$ cat config.mk
export PLATFORM = sky130hd
export DESIGN_NAME = key_evt_arbiter
export DESIGN_NICKNAME = d
export VERILOG_FILES = /design/src/rtl/key_evt_pkg.sv /design/src/rtl/key_evt_reg.sv /design/src/rtl/key_evt_arbiter.sv
export SDC_FILE = /design/constraint.sdc
export NUM_CORES = 1
export LEC_CHECK = 0
export ABC_AREA = 0
export CORE_MARGIN = 5
export CORE_UTILIZATION = 61
export CTS_CLUSTER_SIZE = 8
export DETAILED_ROUTE_END_ITERATION = 10
export GPL_TIMING_DRIVEN = 0
export PLACE_DENSITY_LB_ADDON = 0.15
export SKIP_LAST_GASP = 1
export SLEW_MARGIN = 10
export SYNTH_ARGS = -nofsm -noshare
export SYNTH_HDL_FRONTEND = slang
export SYNTH_SLANG_ARGS = --single-unit
$ cat constraint.sdc
create_clock -name clk -period 4.73 [get_ports clk]
set_input_delay 1.1825 -clock clk [delete_from_list [all_inputs] [get_ports clk]]
set_output_delay 1.1825 -clock clk [all_outputs]
set_load 0.01 [all_outputs]
$ cat src/rtl/key_evt_pkg.sv
// Shared definitions for the key event arbiter.
//   state_e     : FSM state encoding (IDLE, PRESS, HOLD, WAIT_REL)
//   EVT_*       : event-type codes driven on evt_type
//   lowest_key  : lowest-index asserted bit of a 4-bit key_flag vector
package key_evt_pkg;

  typedef enum logic [1:0] {
    ST_IDLE     = 2'd0,
    ST_PRESS    = 2'd1,
    ST_HOLD     = 2'd2,
    ST_WAIT_REL = 2'd3
  } state_e;

  localparam logic [1:0] EVT_SHORT  = 2'b00;
  localparam logic [1:0] EVT_LONG   = 2'b01;
  localparam logic [1:0] EVT_REPEAT = 2'b10;

  function automatic logic [1:0] lowest_key(input logic [3:0] flags);
    logic [1:0] idx;
    idx = '0;
    if (flags[0])      idx = 2'd0;
    else if (flags[1]) idx = 2'd1;
    else if (flags[2]) idx = 2'd2;
    else if (flags[3]) idx = 2'd3;
    return idx;
  endfunction

endpackage

$ cat src/rtl/key_evt_reg.sv
// One-entry valid/ready output register for key events.
//   clk, rst          : clock, asynchronous active-high reset
//   load              : a new event is offered this cycle
//   key_in, type_in   : key index and type of the offered event
//   ready             : consumer accepts the held event when valid && ready
//   valid             : an event is held
//   key_out, type_out : held event contents
//   drop              : one-cycle pulse when an offered event is discarded
module key_evt_reg
  import key_evt_pkg::*;
(
  input  logic       clk,
  input  logic       rst,
  input  logic       load,
  input  logic [1:0] key_in,
  input  logic [1:0] type_in,
  input  logic       ready,
  output logic       valid,
  output logic [1:0] key_out,
  output logic [1:0] type_out,
  output logic       drop
);

  logic       valid_q, valid_d;
  logic [1:0] key_q, key_d;
  logic [1:0] type_q, type_d;
  logic       drop_q, drop_d;

  always_comb begin
    valid_d = valid_q;
    key_d   = key_q;
    type_d  = type_q;
    drop_d  = 1'b0;
    if (valid_q && ready) valid_d = 1'b0;
    if (load) begin
      // A stalled held event wins; the newcomer is discarded.
      if (valid_q && !ready) begin
        drop_d = 1'b1;
      end else begin
        valid_d = 1'b1;
        key_d   = key_in;
        type_d  = type_in;
      end
    end
  end

  always_ff @(posedge clk or posedge rst) begin
    if (rst) begin
      valid_q <= 1'b0;
      key_q   <= '0;
      type_q  <= EVT_SHORT;
      drop_q  <= 1'b0;
    end else begin
      valid_q <= valid_d;
      key_q   <= key_d;
      type_q  <= type_d;
      drop_q  <= drop_d;
    end
  end

  assign valid    = valid_q;
  assign key_out  = key_q;
  assign type_out = type_q;
  assign drop     = drop_q;

endmodule

$ cat src/rtl/key_evt_arbiter.sv
// Key event arbiter: tracks one key at a time and classifies its press as
// SHORT, LONG or (optionally) auto-REPEAT, presenting events on a
// one-entry valid/ready output.
//   clk, rst   : clock, asynchronous active-high reset
//   key_flag   : per-key one-cycle press pulses
//   key_state  : per-key debounced level (0 = pressed)
//   evt_valid/evt_ready/evt_key/evt_type : event output handshake
//   busy       : FSM not idle
//   evt_drop   : pulse when an event is discarded under backpressure
// Build option: define KEY_EVT_REPEAT_EN to compile in HOLD / REPEAT events.
module key_evt_arbiter
  import key_evt_pkg::*;
#(
  parameter int LONG_CNT   = 50_000_000,
  parameter int REPEAT_CNT = 10_000_000,
  parameter int CNT_W      = 26
) (
  input  logic       clk,
  input  logic       rst,
  input  logic [3:0] key_flag,
  input  logic [3:0] key_state,
  output logic       evt_valid,
  input  logic       evt_ready,
  output logic [1:0] evt_key,
  output logic [1:0] evt_type,
  output logic       busy,
  output logic       evt_drop
);

  localparam logic [CNT_W-1:0] LONG_TH = CNT_W'(LONG_CNT - 1);
`ifdef KEY_EVT_REPEAT_EN
  localparam logic [CNT_W-1:0] REPEAT_TH = CNT_W'(REPEAT_CNT - 1);
`endif

  state_e           state_q, state_d;
  logic [CNT_W-1:0] cnt_q, cnt_d;
  logic [1:0]       key_q, key_d;
  logic             load;
  logic [1:0]       load_type;
  logic             rel;

  always_comb begin
    state_d   = state_q;
    cnt_d     = cnt_q;
    key_d     = key_q;
    load      = 1'b0;
    load_type = EVT_SHORT;
    rel       = key_state[key_q];
    // Release is tested before the threshold so it wins a same-cycle tie.
    case (state_q)
      ST_IDLE: begin
        if (|key_flag) begin
          key_d   = lowest_key(key_flag);
          cnt_d   = '0;
          state_d = ST_PRESS;
        end
      end
      ST_PRESS: begin
        if (rel) begin
          load      = 1'b1;
          load_type = EVT_SHORT;
          state_d   = ST_IDLE;
        end else if (cnt_q == LONG_TH) begin
          load      = 1'b1;
          load_type = EVT_LONG;
          cnt_d     = '0;
`ifdef KEY_EVT_REPEAT_EN
          state_d   = ST_HOLD;
`else
          state_d   = ST_WAIT_REL;
`endif
        end else begin
          cnt_d = cnt_q + 1'b1;
        end
      end
`ifdef KEY_EVT_REPEAT_EN
      ST_HOLD: begin
        if (rel) begin
          state_d = ST_IDLE;
        end else if (cnt_q == REPEAT_TH) begin
          load      = 1'b1;
          load_type = EVT_REPEAT;
          cnt_d     = '0;
        end else begin
          cnt_d = cnt_q + 1'b1;
        end
      end
`endif
      ST_WAIT_REL: begin
        if (rel) state_d = ST_IDLE;
      end
      default: state_d = ST_IDLE;
    endcase
  end

  always_ff @(posedge clk or posedge rst) begin
    if (rst) begin
      state_q <= ST_IDLE;
      cnt_q   <= '0;
      key_q   <= '0;
    end else begin
      state_q <= state_d;
      cnt_q   <= cnt_d;
      key_q   <= key_d;
    end
  end

  assign busy = (state_q != ST_IDLE);

  key_evt_reg u_reg (
    .clk      (clk),
    .rst      (rst),
    .load     (load),
    .key_in   (key_q),
    .type_in  (load_type),
    .ready    (evt_ready),
    .valid    (evt_valid),
    .key_out  (evt_key),
    .type_out (evt_type),
    .drop     (evt_drop)
  );

endmodule

[Word-level counts from Yosys, hierarchy flattened]
Index checks and enable logic that the tools add are counted.
Word-level totals
  flip-flop bits (word level): 36
  input port bits: 11
Operators by class
  add/sub/neg operators: 1
  magnitude comparators: 1
  equality and inequality tests: 7
  mux-type cells: 26
  bitwise logic cells: 1
  reductions and logical operators: 11
Operator list (count)
  2-to-1 mux 26 bit: 3
  case mux 26 bit (2 select lines): 1
  adder 26 x 1 -> 26 bit, second input constant: 1
  equality test 26 bit, second input constant: 1
  2-to-1 mux 2 bit: 8
  2-to-1 mux 1 bit: 12
  != test 2 bit, second input constant: 3
  case mux 2 bit (3 select lines): 1
  AND reduction 3 bit: 2
  AND reduction 2 bit: 2
  nonzero test 2 bit: 2
  OR reduction 4 bit: 1
  less-than comparator 2 x 3 -> 1 bit, second input constant: 1
  != test 3 bit, second input constant: 1
  binary-select mux 1 bit (select 2 bit): 1
  equality test 2 x 1 -> 1 bit, second input constant: 1
  equality test 2 bit, second input constant: 1
  logical AND 1 bit: 2
  logical NOT 2 bit: 1
  logical NOT 1 bit: 1
  NOT 1 bit: 1

[Depth between registers and ports, before layout]
  word-level depth: 5
  gate-level depth with buffers: 8

[Cells and area by module]
A second synthesis with hierarchy kept.
Unflattened totals
  cells, all modules: 206
  area total of the unflattened synthesis: 2034.5 µm²
By module, submodules not included
  key_evt_arbiter: times used 1, cells each 190, area each 1784.2 µm²
  key_evt_reg: times used 1, cells each 16, area each 250.2 µm²

[Least setup slack after synthesis]
OpenSTA, ideal clock, no wires.
  path kind: input -> register
  start: input port key_state[3]
  end: register cnt_q[22]
  library setup time: 73 ps
  data arrival time: 2675 ps
  data required time: 4657 ps
  slack: 1982 ps
  cell stages on the path: 6
  buffers on the path: 1
  cells stage by stage: mux4_2 buf_6 o22ai_2 nand2_2 or3_1 a21oi_2
Between the ends
  word-level cells in the longest chain between the ends: 4
Ends and longest elaborated chain
  start, declared: line key_evt_arbiter.sv:21  | input logic [3:0] key_state,
  binary-select mux 1 bit (select 2 bit): line key_evt_arbiter.sv:48  | rel = key_state[key_q];
  2-to-1 mux 1 bit (implied by the code): line key_evt_arbiter.sv:48
  != test 2 bit (no source line)
  AND reduction 3 bit (no source line)
  end signal, assigned: line key_evt_arbiter.sv:103  | cnt_q <= cnt_d;
  end, declared: line key_evt_arbiter.sv:36  | logic [CNT_W-1:0] cnt_q, cnt_d;
No other way between the ends. The select of a mux whose other input is x is not followed.
A chain may end at the register's enable or synchronous reset.

[Final worst setup path]
Ends and elaborated chain as after synthesis.

==> reports/results.txt <==
In the routed layout, each cell is associated on average with a via count of 5.81. The starting density of the core came out at 0.638. The tools report the kind of start point of the critical path as an input pin. Number of antenna violations at the first check in global routing: 0. The data arrival at the endpoint of the critical path was 3.30 ns; the async set or reset register ratio after synthesis was 1.00.

The tools report the buffer depth of the longest clock path as 2. The critical path is of the in -> reg type. Yosys mapped a number of flops with a built-in enable equal to 0. TritonCTS created 5 clock buffers.

The flow ran to the end, and the final reports show no timing, DRC or antenna violations. The clock-pin slew reported for the worst setup and hold paths after clock tree synthesis is 0.10 ns, and the total number of placement rows is 20. For the total of endpoints with negative setup slack in the final report, the log shows 0. The critical path's largest stage delay was 0.47 ns. The tools report the worst flop-to-flop path endpoint as cnt_q[22]. For the cts-stage hold buffer count, the log shows 0. The biggest area contributor in the post-synthesis netlist is dfrtp_1. The run gives 1465 as the via count of the first global-routing pass. The tools report the net total in the final layout as 231. The hold violation total from the final report came out at 0. CTS placed an instance of clkbuf_4 at the clock tree root. The setup slack of the worst register-to-register path was 2.50 ns.

The fraction of final layout cells with drive strength greater than 1 came out at 0.170. The logs give 990 sq um for the area of the multi-input gates and 1521 for the overall via count from detail_route. The cell count after placement is 255. The type of destination of the critical path was a flop. The tools report the post-synthesis sequential area ratio as 0.446.

At the end of routability-driven placement, the weighted congestion stood at 0.864. From synthesis to final layout, the design area changed by 13.8%. The post-detailed-route count of antenna-violating nets is 0. Pin placement for this block handled 18 I/O pins. The net count of the mapped netlist is 208, and the number of cells traversed by the worst hold path is 1. The relative max-transition margin was 0.525. The share of the cycle needed by the critical path after routing works out to 0.637.

TritonCTS built the clock tree. Measured in cells, the most critical reg-to-reg path has a length of 6. The tools report the sequential cell area in the final layout as 876 sq um.

For this run, the top clock speed supported by timing is 0.332 GHz. Leaving out filler cells and counting taps, the final layout contains 262. The finished cells cover 2230 sq um. Wires add up to 4010 um.

In the final routed layout, each cell accounts on average for 15.3 um. Buffers added to address setup during post-CTS repair amount to 0. A synthesized cell averages 10.1 sq um. At the pin with the least slew margin, the transition time is 0.712 ns.

The startpoint identified for the worst register-to-register timing path is key_q[0]. After synthesis, the cell types taking the most area are dfrtp_1 45%, nor2_1 5.9%, xnor2_1 5.8%. The number of unique standard cell types used by synthesis was 47; the die extent in y was 66.7 um.

The DRC violation total after the first TritonRoute iteration was 140; the count of mapped cells out of synthesis was 195. The total overflow left after global routing is 0. The synthesized netlist occupies a cell area of 1960 sq um.

The most common cell in the synthesized netlist is dfrtp_1. For the final routed database, the setup TNS stands at 0 ns. The floorplan step defined a die boundary enclosing 4450 sq um. At the worst endpoint, the required time is 5.01 ns. The worst-path maximum fanout came out at 10. In this run, synthesis produced a sequential element count of 35. CTS built an H-tree with a depth of 2.

0 antenna diodes ended up in the layout. Across the run, the number of max-cap violations was 0. Dividing total power by cell area gives a power density of 409 nW/um^2. The logs give 0 for the number of warning messages in the yosys log and 0.00516 ns for the clock skew after layout. Counting the fill cells in the layout gives 233. Counting I/O delays and the setup requirement, the final critical path takes 3.01 ns.

The detailed-router iteration count before antenna repair is 4, and the wire length of the first global-routing pass is 6980 um. The area fraction of the dominant cell type after synthesis is 0.446. VDD sags by at most 0.340 mV. The path class of the tightest hold or removal check is reg -> reg.

Standard cell with the maximum stage delay on the critical path: mux4_2. The static leakage power came out at 0.000895 uW. Placeable core area: 3080 sq um. Input and output buffers added on the ports amount to 16. Ranked by instance count, the synthesized netlist is headed by 35 x dfrtp_1, 31 x nor2_1, 13 x xnor2_1. Entering global routing, the biggest net connects 36 pins. The die extent in x is 66.7 um. The worst hold path terminates at u_reg.key_out[0]. The signal on the critical path passes through clkdlybuf4s50_1 -> mux4_2 -> buf_6 -> o22ai_2 -> nand2_2 -> or3_1 -> a21oi_2. For the half-perimeter wire length of the detailed placement result, the log shows 2960 um. The global routing usage summed across all routing layers was 0.211. Number of gates resized after CTS: 0. Summing all placed instances gives a cell area of 2180 sq um. The worst hold path begins at u_reg.key_out[0].

The run gives 0 as the final routed DRC violation total. Setup repair after global routing left no endpoint under its margin. The main flop type after synthesis is dfrtp_1. The later-pin clock latency in the skew report came out at 0.34 ns. The TritonCTS sink count came out at 35. The max-slew violation total from the final report was 0.
==> worst max path at each step <==
stage	start	end	slack, ns	cells past startpoint
2_1_floorplan	key_state[3]	cnt_q[22]	1.98	6
3_3_place_gp	key_state[3]	cnt_q[22]	1.42	7
3_5_place_dp	key_state[3]	cnt_q[22]	1.39	7
4_1_cts	key_state[3]	cnt_q[22]	1.73	7
5_1_grt	key_state[2]	cnt_q[22]	1.65	7
6_report	key_state[3]	cnt_q[22]	1.72	7
==> metrics by stage <==
stage	power (uW)	util	setup slack, ns	hold slack [ns]
after floorplan	645	-	1.98	0.486
after global placement	746	0.708	1.42	0.474
after detailed placement	758	0.708	1.39	0.489
after CTS	922	0.726	1.73	0.512
after global routing	973	0.726	1.65	0.538
final	915	0.726	1.72	0.506
==> cells by family after synthesis <==
logic type,after synthesis,synth area share
buffers and inverters,15,0.0497
AOI/OAI and AO/OA,20,0.0752
DFF,35,0.446
and+or+nand+nor,97,0.292
other,1,0.00191
muxes,4,0.0287
adders and majority gates,2,0.0127
xor gates and xnor gates,21,0.0937
==> worst max-delay path, delay by kind of cell <==
kind	cells	cell delay, ns
AND/OR/NAND/NOR	2	0.49
buffers and inverters	2	0.55
AO/OA/AOI/OAI	2	0.60
multiplexers	1	0.47
==> cell type report <==
| cell class | count | share of cell area |
|---|---|---|
| timing repair buffer | 16 | 0.0717 |
| inverter | 7 | 0.0118 |
| clock buffer | 6 | 0.0230 |
| clock inverter | 1 | 0.00224 |
| buffer | 8 | 0.0319 |
| tap | 44 | 0.0246 |
| multi-input combinational | 145 | 0.443 |
| sequential | 35 | 0.392 |
==> flip-flops by register name (all words and copies together), names as in the netlist <==
register,flops
u_reg.drop,1
u_reg.type_out,1
cnt_q,26
u_reg.valid,1
u_reg.key_out,2
key_q,2
state_q,2
==> placed cells by master, fill, tap and decap left out, drive strengths merged, types with 2 or more instances in the layout <==
cell type	synthesis	final
or4	3	3
dfrtp	35	35
nor2	35	35
nand2	7	7
buf	7	7
clkbuf	1	7
o22a	2	2
ha	2	2
inv	7	7
xnor2	13	13
xor2	8	8
a21oi	6	6
mux2	3	3
clkdlybuf4s50	0	16
o21ai	6	6
and3	3	3
nor4b	2	2
nand3	9	9
nand4	12	12
nand2b	3	3
nor3	11	11
nand3b	2	2
nor4	6	6
==> report_power, final <==
part | internal (uW) | switching, uW
registers | 337 | 34.5
clock network | 68.7 | 93.3
logic | 171 | 210
==> per-layer routing <==
metal  global-route usage  share of wire
met3               0.0422          0.056
met2                0.330           0.48
met5                    0              0
met1                0.274           0.44
met4                0.112          0.024
Note: power is estimated with default switching activity, not from simulation.
